$ cat src/rtl/msrr_pkg.sv
// -----------------------------------------------------------------------------
// msrr_pkg
// Shared definitions for the msrr_loader serialiser:
//   - downstream mode codes driven on the 2-bit mode bus
//   - FSM state typedef
//   - mode_of(): maps an FSM state to the downstream mode code
// -----------------------------------------------------------------------------
package msrr_pkg;

    // Downstream register mode codes.
    localparam logic [1:0] MODE_HOLD   = 2'b00;
    localparam logic [1:0] MODE_SHIFT  = 2'b01;
    localparam logic [1:0] MODE_ROT    = 2'b10;
    // Reserved code: the loader never drives it.
    localparam logic [1:0] MODE_SHIFT2 = 2'b11;

    typedef enum logic [1:0] {
        ST_IDLE  = 2'd0,
        ST_SHIFT = 2'd1,
        ST_ROT   = 2'd2,
        ST_DONE  = 2'd3
    } state_t;

    // The mode bus is a pure function of the state, so it can never glitch on inputs.
    function automatic logic [1:0] mode_of(input state_t st);
        logic [1:0] m;
        case (st)
            ST_SHIFT: m = MODE_SHIFT;
            ST_ROT:   m = MODE_ROT;
            ST_IDLE:  m = MODE_HOLD;
            ST_DONE:  m = MODE_HOLD;
            default:  m = MODE_HOLD;
        endcase
        return m;
    endfunction

endpackage

$ cat src/rtl/msrr_loader.sv
// -----------------------------------------------------------------------------
// msrr_loader
// Accepts a parallel WIDTH-bit word and feeds it LSB first into a downstream
// shift register (mode=01, serial bit on sIn), optionally followed by a number
// of downstream rotate cycles (mode=10), then pulses done for one cycle.
//
// Optional feature macro: MSRR_LOADER_ROTATE_EN
//   defined   -> in_rot/rot_cnt select 0..7 rotate cycles after the shift phase
//   undefined -> no rotate phase; in_rot/rot_cnt are accepted but ignored
//
// Ports
//   clk       in   rising-edge clock
//   Re        in   asynchronous active-high reset
//   in_valid  in   parallel word offered
//   in_ready  out  word accepted on this edge when in_valid is also high
//   in_data   in   WIDTH-bit word to serialise
//   in_rot    in   rotate request, sampled with in_data
//   rot_cnt   in   rotate step count (3 bits), sampled with in_data
//   sIn       out  serial bit for the downstream register
//   mode      out  downstream mode: 00 hold, 01 shift-in, 10 rotate
//   busy      out  high whenever not idle
//   done      out  one-cycle completion pulse
// -----------------------------------------------------------------------------
module msrr_loader
    import msrr_pkg::*;
#(
    parameter int WIDTH = 8
) (
    input  logic             clk,
    input  logic             Re,
    input  logic             in_valid,
    output logic             in_ready,
    input  logic [WIDTH-1:0] in_data,
    input  logic             in_rot,
    input  logic [2:0]       rot_cnt,
    output logic             sIn,
    output logic [1:0]       mode,
    output logic             busy,
    output logic             done
);

    // One extra bit keeps the counter from wrapping even when WIDTH is a power of two.
    localparam int CW = $clog2(WIDTH) + 1;
    localparam logic [CW-1:0] CNT_LAST = CW'(WIDTH - 1);

    state_t           state_q, state_d;
    logic [WIDTH-1:0] buf_q, buf_d;
    logic [CW-1:0]    cnt_q, cnt_d;

`ifdef MSRR_LOADER_ROTATE_EN
    // Remaining rotate steps; zero at load means "no rotate phase".
    logic [2:0]       rot_q, rot_d;
`else
    // Rotate inputs are part of the interface but have no effect in this build.
    logic             unused_rot_s;
    assign unused_rot_s = ^{in_rot, rot_cnt};
`endif

    // State, buffer and counters; reset acts immediately regardless of clk.
    always_ff @(posedge clk or posedge Re) begin
        if (Re) begin
            state_q <= ST_IDLE;
            buf_q   <= '0;
            cnt_q   <= '0;
`ifdef MSRR_LOADER_ROTATE_EN
            rot_q   <= 3'd0;
`endif
        end else begin
            state_q <= state_d;
            buf_q   <= buf_d;
            cnt_q   <= cnt_d;
`ifdef MSRR_LOADER_ROTATE_EN
            rot_q   <= rot_d;
`endif
        end
    end

    // Next-state, buffer and counter logic.
    always_comb begin
        state_d = state_q;
        buf_d   = buf_q;
        cnt_d   = cnt_q;
`ifdef MSRR_LOADER_ROTATE_EN
        rot_d   = rot_q;
`endif
        case (state_q)
            ST_IDLE: begin
                if (in_valid && in_ready) begin
                    buf_d   = in_data;
                    cnt_d   = '0;
`ifdef MSRR_LOADER_ROTATE_EN
                    // A zero count with in_rot set collapses to "no rotate".
                    rot_d   = in_rot ? rot_cnt : 3'd0;
`endif
                    state_d = ST_SHIFT;
                end else begin
                    state_d = ST_IDLE;
                end
            end
            ST_SHIFT: begin
                // buf[0] is on sIn this cycle; expose the next bit for the next cycle.
                buf_d = buf_q >> 1;
                if (cnt_q == CNT_LAST) begin
                    cnt_d = '0;
`ifdef MSRR_LOADER_ROTATE_EN
                    if (rot_q != 3'd0) begin
                        state_d = ST_ROT;
                    end else begin
                        state_d = ST_DONE;
                    end
`else
                    state_d = ST_DONE;
`endif
                end else begin
                    cnt_d   = cnt_q + CW'(1);
                    state_d = ST_SHIFT;
                end
            end
`ifdef MSRR_LOADER_ROTATE_EN
            ST_ROT: begin
                if (rot_q <= 3'd1) begin
                    rot_d   = 3'd0;
                    state_d = ST_DONE;
                end else begin
                    rot_d   = rot_q - 3'd1;
                    state_d = ST_ROT;
                end
            end
`endif
            ST_DONE: begin
                state_d = ST_IDLE;
            end
            default: begin
                state_d = ST_IDLE;
            end
        endcase
    end

    // Outputs decode only registered state, so no input reaches an output combinationally.
    assign in_ready = (state_q == ST_IDLE);
    assign busy     = (state_q != ST_IDLE);
    assign done     = (state_q == ST_DONE);
    assign mode     = mode_of(state_q);
    assign sIn      = (state_q == ST_SHIFT) & buf_q[0];

endmodule

$ cat config.mk
export PLATFORM = sky130hd
export DESIGN_NAME = msrr_loader
export DESIGN_NICKNAME = d
export VERILOG_FILES = /design/src/rtl/msrr_pkg.sv /design/src/rtl/msrr_loader.sv
export SDC_FILE = /design/constraint.sdc
export NUM_CORES = 1
export LEC_CHECK = 0
export ABC_AREA = 0
export ABC_CLOCK_PERIOD_IN_PS = 1200
export BUFFER_PORTS_ARGS = -buffer_cell sky130_fd_sc_hd__buf_2
export CAP_MARGIN = 20
export CORE_ASPECT_RATIO = 0.9
export CORE_MARGIN = 10
export CORE_UTILIZATION = 43
export DETAILED_ROUTE_END_ITERATION = 12
export PLACE_DENSITY = 0.72
export SLEW_MARGIN = 20
export SYNTH_ARGS = -nofsm -noshare
export SYNTH_HDL_FRONTEND = slang
export SYNTH_SLANG_ARGS = --single-unit
$ cat constraint.sdc
create_clock -name clk -period 1.2 [get_ports clk]
set_clock_uncertainty 0.05 [all_clocks]
set_input_delay 0.24 -clock clk [delete_from_list [all_inputs] [get_ports clk]]
set_output_delay 0.24 -clock clk [all_outputs]
set_load 0.02 [all_outputs]
==> results.sh <==
export IMPL_status="finished, violations left"
export IMPL_violations="negative setup slack"
export IMPL_p_comb_share_pct=57.0
export IMPL_drc=0
export IMPL_setup_slack_ns=-0.219
export IMPL_cts_buffer_depth=2
export IMPL_switching_share_pct=37.9
export IMPL_grt_antenna_before_repair=0
export IMPL_diodes=0
export IMPL_cp_start_kind="register"
export IMPL_cts_buffers=3
export IMPL_syn_avg_cell_area_um2=10.0
export IMPL_die_y_um=57.7
export IMPL_synthTopCellsByArea="dfrtp_1 (51%), mux2i_1 (10%), nand2_1 (6.6%)"
export IMPL_min_period_ns=1.42
export IMPL_synth_ff_type="dfrtp_1"
export IMPL_numClockSinks=14
export IMPL_synth_top_cell_area_share_pct=51.5
export IMPL_r2r_setup_slack_ns=-0.11
export IMPL_power_switching_uw=919
export IMPL_hold_viol=0
export IMPL_wl_per_cell_um=12.7
export IMPL_synth_edf_count=0
export IMPL_yosysUniqueCellTypes=21
export IMPL_dp_hpwl_um=1100
export IMPL_grt_start_max_net_pins=15
export IMPL_finalSetupViolCount=14
export IMPL_row_count=13
export IMPL_post_route_util_pct=63.2
export IMPL_ys_async_sr_fraction_pct=100
export IMPL_worstSetupPathDepth=4
export IMPL_maxCapViolations=0
export IMPL_crit_start="state_q[1]"
export IMPL_worstHoldPathType="in2reg"
export IMPL_path_clk_slew_ns=0.08
export IMPL_worstPathBufferInverterCount=2
export IMPL_yosys_top_cells_count="dfrtp_1 (14), nand2_1 (12), o21ai_1 (8)"
export IMPL_seqPwrFrac_pct=32.4
export IMPL_nFillCells=128
export IMPL_worst_pin_slew_ns=0.527
export IMPL_first_iter_violations=7
export IMPL_rsz0062_at_grt="true"
export IMPL_ys_seq_area_share_pct=51.5
export IMPL_path_delay_family="flip-flops"
export IMPL_syn_num_nets=84
export IMPL_crit_fanout=3
export IMPL_ios=21
export IMPL_yosysMostFrequentCell="dfrtp_1"
export IMPL_first_global_vias=571
export IMPL_fin_nets=114
export IMPL_die_area_mm2=0.00358
export IMPL_antenna_left=0
export IMPL_power_frac_clock_pct=10.6
export IMPL_peakVddDrop_mv=1.49
export IMPL_reg2reg_to="buf_q[4]"
export IMPL_worstSkewPairLatency_ns=0.28
export IMPL_slowest_delay_ns=0.40
export IMPL_p_int_mw=1.51
export IMPL_syn_inst=68
export IMPL_crit_path_end_kind="primary output"
export IMPL_synth_largest_area_cell="dfrtp_1"
export IMPL_viasPerCell=4.85
export IMPL_start_util_pct=46.5
export IMPL_dieWidth_um=61.9
export IMPL_critPathRequiredTime_ns=0.91
export IMPL_crit_chain="nand2b_4 > inv_8 > and2_4 > buf_6"
export IMPL_slowest_stage="dfrtp_1"
export IMPL_finalWeightedCongestion=0.813
export IMPL_track_usage_pct=8.52
export IMPL_max_slew_margin_rel_pct=64.8
export IMPL_cts_root_buf="clkbuf_4"
export IMPL_io_buffers=16
export IMPL_worstSetupPathType="reg2out"
export IMPL_drive_gt1_share_pct=38.5
export IMPL_power_density_mw_per_mm2=2620
export IMPL_critPathArrivalTime_ns=1.13
export IMPL_via_count=538
export IMPL_cts_tree="done"
export IMPL_syn_cell_area_um2=681
export IMPL_finalCritPeriodShare_pct=118
export IMPL_grt_pass1_wl_um=2330
export IMPL_core_area_mm2=0.00146
export IMPL_fmax_ghz=0.705
export IMPL_place_ws_ns=0.00686
export IMPL_overflow=0
export IMPL_area_growth_syn_to_layout_pct=36.0
export IMPL_p_leak_nw=0.454
export IMPL_first_pass_iters=3
export IMPL_wirelength_um=1410
export IMPL_tns_ns=-1.91
export IMPL_slew_violations=0
export IMPL_r2r_start="state_q[0]"
export IMPL_synth_seq_cells=14
export IMPL_total_power_mw=2.43
export IMPL_crit_path_end="sIn"
export IMPL_rr_worst_depth=5
export IMPL_htreeDepth=1
export IMPL_synth_warning_count=0
[stage by stage]
step                hold slack, ns  instance area (um2)  instances
finish                       0.180                  926        111
global route                 0.191                  926        111
CTS                          0.174                  912        110
detailed placement           0.255                  832        105
global placement             0.246                  832        105
floorplan                   0.0792                  696         68
[worst min-delay path by stage]
stage / startpoint / endpoint / slack (ns) / cells past startpoint
after floorplan: Re / buf_q[0] / 0.08 / 1
after global placement: Re / buf_q[2] / 0.25 / 2
after detailed placement: Re / buf_q[2] / 0.25 / 2
after CTS: in_data[1] / buf_q[1] / 0.17 / 3
after global routing: in_data[3] / buf_q[3] / 0.19 / 3
final: in_data[1] / buf_q[1] / 0.18 / 3
[power groups by stage]
stage / Clock (mW) / Sequential, mW / Combinational, mW
2_1_floorplan: 0 / 0.786 / 0.852
3_3_place_gp: 0 / 0.785 / 1.17
3_5_place_dp: 0 / 0.793 / 1.19
4_1_cts: 0.278 / 0.791 / 1.34
5_1_grt: 0.293 / 0.813 / 1.53
6_report: 0.257 / 0.787 / 1.38
[cell families after synthesis]
group	after synthesis	share of synthesized area [%]
DFF	14	51.5
AOI/OAI and AO/OA	17	14.5
and+or+nand+nor	21	14.5
adders and majority gates	1	1.84
buffers and inverters	8	7.35
muxes	7	10.3
[final cells by class]
| type | count | area [um2] | area share (%) |
|---|---|---|---|
| flip-flops and latches | 14 | 352 | 38.0 |
| repair buffers | 27 | 203 | 21.9 |
| multi-input cells | 46 | 300 | 32.4 |
| clock buffers | 3 | 22.5 | 2.43 |
| inverters | 6 | 30.0 | 3.24 |
| well taps | 15 | 18.8 | 2.03 |
[placed cells by master, fill, tap and decap left out, drive strengths merged]
cell type / n
nor2: 1
nand3b: 1
dlygate4sd3: 1
a2bb2oi: 1
nor3b: 1
nor2b: 1
o21ai: 13
mux2i: 7
clkbuf: 3
dfrtp: 14
o21bai: 1
and2: 2
nor3: 1
buf: 26
nand3: 1
ha: 1
a21oi: 1
a22o: 1
nand2b: 1
nand2: 12
inv: 6
[registers in the layout (all words and copies together), names as in the netlist]
| signal | flops |
|---|---|
| buf_q | 8 |
| cnt_q | 4 |
| state_q | 2 |
[per-layer routing]
| layer | track usage [%] | vias to the layer above | wire length [um] |
|---|---|---|---|
| met3 | 5.23 | 2 | 123 |
| met1 | 9.57 | 233 | 626 |
| met2 | 13.3 | 15 | 652 |
| li1 | - | 288 | - |
| met4 | 1.91 | 0 | 6 |
| met5 | 0 | - | 0 |
[worst reg2reg max path: cells and delay by family (launching register included)]
family / cells / cell delay [ns]
simple gates: 1 / 0.06
buf+inv: 2 / 0.37
compound gates: 2 / 0.32
flops: 1 / 0.45
[timing repair]
| action | 4_1_cts | 5_1_grt |
|---|---|---|
| pin swaps | 1 | 0 |
| buffers inserted | 1 | 1 |
| endpoints found under the hold margin | 14 | 0 |
| hold buffers | 1 | 0 |
| setup endpoints to repair | 11 | 17 |
| resized for setup | 15 | 2 |
(Power assumes the default switching activity.)
